File: src/rtl/pe_pkg.sv
`default_nettype none
// ============================================================================
//  Module      : pe_pkg
//  Description : Shared types and defaults for the PE MAC sequencer.
//  Revision    : 1.0 - initial release
// ============================================================================
package pe_pkg;

    localparam int PE_ADDR_W   = 8;
    localparam int PE_PIPE_LAT = 2;

    typedef enum logic [2:0] {
        ST_IDLE  = 3'd0,
        ST_CLEAR = 3'd1,
        ST_RUN   = 3'd2,
        ST_DRAIN = 3'd3,
        ST_OUT   = 3'd4
    } pe_mac_seq_state_t;

endpackage : pe_pkg
`default_nettype wire

File: src/rtl/pe_delay_line.sv
`default_nettype none
// ============================================================================
//  Module      : pe_delay_line
//  Description : DEPTH-stage shift register with synchronous clear. Besides the
//                delayed output it flags when every stage except the output
//                stage is empty, i.e. the line will be empty after this cycle
//                provided nothing new is shifted in.
//  Revision    : 1.0 - initial release
// ============================================================================
module pe_delay_line #(
    parameter int WIDTH = 1,
    parameter int DEPTH = 2
) (
    input  logic             clk,
    input  logic             rst,
    input  logic             i_clr,
    input  logic [WIDTH-1:0] i_d,
    output logic [WIDTH-1:0] o_q,
    output logic             o_last_only
);

    logic [WIDTH-1:0] r_stage [DEPTH];

    // Shift one stage per cycle; reset or clear flushes every stage
    always_ff @(posedge clk) begin
        if (rst || i_clr) begin
            for (int i = 0; i < DEPTH; i++) begin
                r_stage[i] <= '0;
            end
        end else begin
            r_stage[0] <= i_d;
            for (int i = 1; i < DEPTH; i++) begin
                r_stage[i] <= r_stage[i-1];
            end
        end
    end

    assign o_q = r_stage[DEPTH-1];

    generate
        if (DEPTH == 1) begin : g_single
            // Only the output stage exists, so nothing is left behind it
            assign o_last_only = 1'b1;
        end else begin : g_multi
            logic w_inner_busy;

            // OR of every stage ahead of the output stage
            always_comb begin
                w_inner_busy = 1'b0;
                for (int i = 0; i < DEPTH - 1; i++) begin
                    w_inner_busy = w_inner_busy | (|r_stage[i]);
                end
            end

            assign o_last_only = ~w_inner_busy;
        end
    endgenerate

endmodule : pe_delay_line
`default_nettype wire

File: src/rtl/pe_mac_seq.sv
`default_nettype none
// ============================================================================
//  Module      : pe_mac_seq
//  Description : Sequencer for the PE multiply-accumulate datapath. Clears the
//                accumulator, issues len sequential operand reads, enables
//                accumulation PIPE_LAT cycles later and hands the result out
//                with a valid/ready handshake.
//  Revision    : 1.0 - initial release
// ============================================================================
module pe_mac_seq
    import pe_pkg::*;
#(
    parameter int ADDR_W   = PE_ADDR_W,
    parameter int LEN_W    = ADDR_W + 1,
    parameter int PIPE_LAT = PE_PIPE_LAT
) (
    input  logic              clk_i,
    input  logic              rst_i,
    input  logic              start_i,
    input  logic [LEN_W-1:0]  len_i,
    input  logic              abort_i,
    input  logic              res_ready_i,
    output logic              busy_o,
    output logic              rd_en_o,
    output logic [ADDR_W-1:0] rd_addr_o,
    output logic              acc_clr_o,
    output logic              acc_en_o,
    output logic              res_valid_o,
    output logic              done_o
);

    // Largest job the address space can hold
    localparam logic [LEN_W-1:0] c_max_len = LEN_W'(2 ** ADDR_W);

    pe_mac_seq_state_t r_state;
    logic [LEN_W-1:0]  r_len;
    logic [ADDR_W-1:0] r_cnt;
    logic [ADDR_W-1:0] r_addr_hold;
    logic              r_done;

    logic [LEN_W-1:0]  w_len_clamped;
    logic              w_last_rd;
    logic              w_dl_last_only;

    assign w_len_clamped = (len_i > c_max_len) ? c_max_len : len_i;

    // The counter is compared at full job width so a 2**ADDR_W job ends on the
    // all-ones address and the counter then simply wraps to zero
    assign w_last_rd = (LEN_W'(r_cnt) == (r_len - LEN_W'(1)));

    // Control FSM with address/length bookkeeping; abort outranks everything
    always_ff @(posedge clk_i) begin
        if (rst_i) begin
            r_state     <= ST_IDLE;
            r_len       <= '0;
            r_cnt       <= '0;
            r_addr_hold <= '0;
            r_done      <= 1'b0;
        end else if (abort_i) begin
            r_state <= ST_IDLE;
            r_done  <= 1'b0;
        end else begin
            r_done <= 1'b0;
            case (r_state)
                ST_IDLE: begin
                    if (start_i) begin
                        if (len_i == '0) begin
                            r_done <= 1'b1;
                        end else begin
                            r_len   <= w_len_clamped;
                            r_state <= ST_CLEAR;
                        end
                    end
                end
                ST_CLEAR: begin
                    r_cnt   <= '0;
                    r_state <= ST_RUN;
                end
                ST_RUN: begin
                    r_cnt       <= r_cnt + ADDR_W'(1);
                    r_addr_hold <= r_cnt;
                    if (w_last_rd) begin
                        r_state <= ST_DRAIN;
                    end
                end
                ST_DRAIN: begin
                    // Leave once the final in-flight read reaches the output stage
                    if (w_dl_last_only) begin
                        r_state <= ST_OUT;
                    end
                end
                ST_OUT: begin
                    if (res_ready_i) begin
                        r_done  <= 1'b1;
                        r_state <= ST_IDLE;
                    end
                end
                default: begin
                    r_state <= ST_IDLE;
                end
            endcase
        end
    end

    // Read enables travel down the line to become accumulate enables
    pe_delay_line #(
        .WIDTH (1),
        .DEPTH (PIPE_LAT)
    ) u_delay_line (
        .clk         (clk_i),
        .rst         (rst_i),
        .i_clr       (abort_i),
        .i_d         (rd_en_o),
        .o_q         (acc_en_o),
        .o_last_only (w_dl_last_only)
    );

    assign busy_o      = (r_state != ST_IDLE);
    assign rd_en_o     = (r_state == ST_RUN);
    assign rd_addr_o   = rd_en_o ? r_cnt : r_addr_hold;
    assign acc_clr_o   = (r_state == ST_CLEAR);
    assign res_valid_o = (r_state == ST_OUT);
    assign done_o      = r_done;

endmodule : pe_mac_seq
`default_nettype wire

File: config.mk
export PLATFORM = sky130hd
export DESIGN_NAME = pe_mac_seq
export DESIGN_NICKNAME = d
export VERILOG_FILES = /design/src/rtl/pe_pkg.sv /design/src/rtl/pe_delay_line.sv /design/src/rtl/pe_mac_seq.sv
export SDC_FILE = /design/constraint.sdc
export NUM_CORES = 1
export LEC_CHECK = 0
export CORE_ASPECT_RATIO = 1.2
export CORE_MARGIN = 4
export CORE_UTILIZATION = 53
export CTS_BUF_LIST = sky130_fd_sc_hd__clkbuf_16
export CTS_CLUSTER_SIZE = 8
export DETAILED_ROUTE_END_ITERATION = 10
export GPL_TIMING_DRIVEN = 0
export HOLD_SLACK_MARGIN = 0.05
export MAX_ROUTING_LAYER = met4
export PLACE_DENSITY = 0.82
export SYNTH_ARGS = -nofsm -noshare
export SYNTH_HDL_FRONTEND = slang
export SYNTH_SLANG_ARGS = --single-unit
File: constraint.sdc
create_clock -name clk_i -period 2.3 [get_ports clk_i]
set_input_delay 0.69 -clock clk_i [delete_from_list [all_inputs] [get_ports clk_i]]
set_output_delay 0.69 -clock clk_i [all_outputs]
set_load 0.01 [all_outputs]
After elaboration in Yosys (flattened, before gate mapping) --
Memories as Yosys holds them, arrays and structs flattened. Index checks and enable logic that the tools add are counted.
Storage, ports and cells: flip-flop bits (word level) 29, RAM bits 2, bits of input ports 14, output and inout port bits 14, word-level logic and storage cells 50, memories 1
Operators by class: add/sub/neg operators 2, magnitude comparators 1, eq/ne operators 10, mux-type cells 18, bitwise gates (word level) 4, reduce and logical (&&, ||, !) cells 9
Memory list:
- u_delay_line.r_stage | depth 2, width 1, read ports 2, clocked after Yosys merged registers in 0, wr ports 2, RTL line pe_delay_line.sv:22 | logic [WIDTH-1:0] r_stage [DEPTH];
Operator list (count):
- $pmux 8 s2 | 1
- $mux 3 | 5
- $pmux 3 s5 | 1
- $ne 2x2->1 const B | 5
- $eq 8x9->1 | 1
- $gt 9x9->1 const B | 1
- $logic_not 9->1 | 1
- $mux 9 | 1
- $sub 9x1->9 const B | 1
- $add 8x1->8 const B | 1
- $mux 1 | 8
- $mux 8 | 1
- $eq 3x2->1 const B | 2
- $reduce_and 5->1 | 1
- $reduce_and 4->1 | 1
- $eq 3x1->1 const B | 1
- $eq 3x3->1 const B | 1
- $logic_not 3->1 | 1
- $reduce_bool 3->1 | 1
- $not 1->1 | 2
- $or 1x1->1 | 2
- $pmux 1 s2 | 1
- $reduce_and 2->1 | 1
- $reduce_bool 2->1 | 1
- 2 further kinds | 2

Longest topological paths before layout --
Gate-level depths: netlist of the first run.
word-level depth 4, gate-level depth with buffers 8, gate-level depth less buffers 7

Modules after synthesis --
Synthesis of the first run repeated with hierarchy kept, for this count alone.
Second synthesis, totals: cells, all modules 208, area, all modules 1736.7 um^2
By module, submodules not included:
- pe_mac_seq | times used 1, cells an instance 203, area each 1677.9 um^2, seq. area each 580.6 um^2
- pe_delay_line | times used 1, cells an instance 5, area each 58.8 um^2, seq. area each 40.0 um^2

Worst setup path before layout of the first run --
No wires, ideal clock.
path kind input -> register, from input len_i[2], to register r_state[0], library setup time 142 ps, data arrival time 1833 ps, data required time 2158 ps, path slack 325 ps, cell stages on the path 5, path buffers 0, cell sequence or4_4 nor4_4 nand2_1 a41oi_1 a221oi_2
On the way: word-level cells in the longest chain between the ends 3
Ends and longest elaborated chain:
- start: declaration | RTL line pe_mac_seq.sv:20 | input logic [LEN_W-1:0] len_i,
- $logic_not 9->1 | RTL line pe_mac_seq.sv:67 | if (len_i == '0) begin
- $ne 2x2->1 (no line)
- $reduce_and 5->1 (no line)
- end signal: assignment | RTL line pe_mac_seq.sv:71 | r_state <= ST_CLEAR;
- end signal: assignment | RTL line pe_mac_seq.sv:77 | r_state <= ST_RUN;
- end signal: assignment | RTL line pe_mac_seq.sv:83 | r_state <= ST_DRAIN;
- end: declaration | RTL line pe_mac_seq.sv:35 | pe_mac_seq_state_t r_state;
No other way between the ends. A chain may end at the register's enable or synchronous reset.

Worst setup path in the final report of the first run --
from register r_state[0], to output rd_addr_o[3]
On the way: word-level cells in the longest chain between the ends 2
Ends and longest elaborated chain:
- start signal: assignment | RTL line pe_mac_seq.sv:54 | r_state <= ST_IDLE;
- start signal: assignment | RTL line pe_mac_seq.sv:60 | r_state <= ST_IDLE;
- start signal: assignment | RTL line pe_mac_seq.sv:71
- $eq 3x2->1 | RTL line pe_mac_seq.sv:119 | assign rd_en_o = (r_state == ST_RUN);
- $mux 8
- end: declaration | RTL line pe_mac_seq.sv:25 | output logic [ADDR_W-1:0] rd_addr_o,
No other way between the ends.

==> results of run 1 <==
==> worst max-delay path by stage <==
stage	startpoint	to	slack, ps	cells past startpoint
6_report	r_state[0]	rd_addr_o[3]	30	7
5_1_grt	r_state[0]	rd_addr_o[3]	-20	7
4_1_cts	r_state[0]	rd_addr_o[3]	7	7
3_5_place_dp	len_i[2]	r_state[0]	-260	6
3_3_place_gp	len_i[2]	r_state[0]	-260	6
2_1_floorplan	len_i[2]	r_state[0]	330	5
==> cells in the final DEF, fill, tap and decap left out, types with 3 or more instances in the layout <==
cell type / instances
nand4_1: 3
inv_1: 4
nor2_1: 18
nand2_1: 53
a21oi_1: 19
clkbuf_1: 8
dlygate4sd2_1: 9
buf_4: 7
clkbuf_16: 5
xnor2_1: 5
o21ai_1: 11
nor3_1: 6
dfxtp_1: 28
nand3_1: 5
clkdlybuf4s50_1: 16
nand3b_1: 11
xor2_1: 13
==> metal layers <==
layer | vias up | routed length (um)
met4 | 0 | 138
met3 | 15 | 211
met2 | 51 | 2094
met5 | - | 0
met1 | 791 | 1795
li1 | 850 | -
==> final cells by class <==
class                      count  share of cell area (%)
multi-input combinational    178                   46.47
sequential                    31                   27.82
timing repair buffer          33                   13.49
clock buffer                   5                   5.552
buffer                        12                   2.998
tap                           36                   1.999
inverter                       4                  0.8329
clock inverter                 3                  0.4997
timing repair inverter         1                  0.3331
==> critical path, stage by stage (launching register included) <==
cell and delay, ps:
dfxtp_4 380, nor2_4 120, nand2_4 90, clkbuf_8 160
buf_4 140, nand2_1 70, nand2_1 60, dlygate4sd2_1 280
==> power by group <==
group,switching [uW],total [uW],internal (uW)
combinational,72.6,137,64.7
clock,224,613,388
sequential,11.1,556,545
total,308,1310,998
==> metrics by stage <==
stage | utilization (%) | power (uW)
floorplan | - | 642.2
global placement | 65.38 | 690.5
detailed placement | 65.38 | 692.0
CTS | 72.08 | 1302
global route | 73.09 | 1344
finish | 73.09 | 1306
==> sequential cells by signal, summed over array words and instances, names as in the netlist <==
register,flops
r_len,9
u_delay_line.r_stage,2
r_addr_hold,8
done_o,1
r_cnt,8
r_state,3
==> cell families (layout without fill, tap and decap cells) <==
kind of cell | after synthesis | in the layout | share of synthesized area, %
AO/OA/AOI/OAI | 40 | 40 | 13.61
XOR/XNOR | 18 | 18 | 9.217
adder cells (fa/ha/maj) | 2 | 2 | 1.463
buffers and inverters | 17 | 58 | 4.242
flip-flops | 31 | 31 | 36.28
multiplexers | 2 | 2 | 1.244
AND/OR/NAND/NOR | 116 | 116 | 33.94
==> repair_timing <==
action / in CTS / in global routing
pin swaps: 1 / 2
cloned: 1 / 0
resized for setup: 20 / 8
setup buffers: 7 / 0
endpoints found under the hold margin: 0 / 0
endpoints found under the setup margin: 12 / 17
==> metrics.csv, run 1 <==
metric,value,unit
Post-synth EDFFs,0,
Peak VDD IR,541.5,uV
met1 Usage GRT,24.92,%
die span in x,59.86,um
final hold vios,0,
met3 Resource Use GR,6.470,%
cts hold-fix bufs,0,
R2R Path Start,r_state[0],
Synth top area share,36.28,%
# diodes,0,
Netlist Area Pre-Place,0.001710,mm2
global route overflow,0,
slew of the pin with the lowest slew margin,595.6,ps
initial core utilization,55.48,%
pre-CTS setup slack,-258.6,ps
Syn Nets,242,
Die H,70.23,um
1st-iter DRT viols,68,
hold depth,2,
first drt pass iteration count,4,
CTS tree,done,
DP Area,0.002016,mm2
routed wire length,4.240,mm
static leakage,0.0009300,uW
status,"finished, final reports clean",
Worst Slack Setup Final,34.07,ps
clock skew,3.977,ps
placed cells,288,
Multi-input gate area,0.001047,mm2
clk buf depth,2,
maxcap violations,0,
most frequent cells after synthesis,"nand2_1 (54), dfxtp_1 (31), nor2_1 (20)",
distinct cell type count of the synthesized netlist,41,
final setup vio count,0,
Setup crit end kind,output port,
crit-path max FO,7,
number of buffers created by CTS,5,
hold_sp,r_addr_hold[6],
FF-to-FF path depth,9,
antenna-violating nets left,0,
PD cells,579.5,mW/mm2
Mapped Avg Cell Area,7.568,um2
global placement routability congestion,0.8979,
#FFs+latches synth,31,
wire per inst,13.99,um
fin cells,303,
Synth area leaders,"dfxtp_1 (36%), nand2_1 (12%), xor2_1 (6.7%)",
DP HPWL,2.715,mm
Slew HR,60.15,%
global-route wire length before repair,6.948,mm
sequential fraction of the synthesis area,36.28,%
core area,0.003083,mm2
setup TNS,0,ps
cell taking the most area after synthesis,dfxtp_1,
final instance area,0.002253,mm2
Reg2Reg Capture Point,r_addr_hold[4],
Slew Limit Fails,0,
vias in the first global route,1544,
via count,1707,
Core Rows,22,
Fill cells,242,
global route hottest layer,met2,
unrepaired setup endpoints after global routing,true,
Worst-Skew Late Latency,270,ps
R2R setup slack,520,ps
Reg area,626.9,um2
initial antenna violation count,0,
Overall Global Routing Usage,22.02,%
area growth from synthesis to layout,31.75,%
final worst path period share,98.52,%
proportion of layout cells with a drive suffix above 1,12.36,%
Worst Hold Class,reg -> reg,
H-Tree Depth,2,
WHS Endpoint,r_addr_hold[6],
Synth Instances,226,
Worst EP required,1610,ps
register clock-pin slew on the reported worst setup and hold paths,50,ps
vias per inst,5.634,
Startpoint Class,register,
hold slack,452.6,ps
M2 GR Usage,34.98,%
ys async rst share,0,%
FMAX,441.3,MHz
Nets,282,
Top Ports,28,
fin crit period,2266,ps
Synth Flop Type,dfxtp_1,
"count leader, synth",nand2_1,
yosys warns,0,
Residual DRC,0,
PortBufs,26,
CTS root buf,clkbuf_16,
Die Area,0.004204,mm2
CP arrival,1580,ps
WS Path Type,reg -> out,
largest net degree at the start of global routing,11,
clock sink count,31,
Note: power is estimated with default switching activity, not from simulation.
==> inputs of run 2 (changes only) <==
ABC_CLOCK_PERIOD_IN_PS = 2300   (was default)
==> results of run 2 <==
Final layout, timing and power as in run 1 (identical DEF).
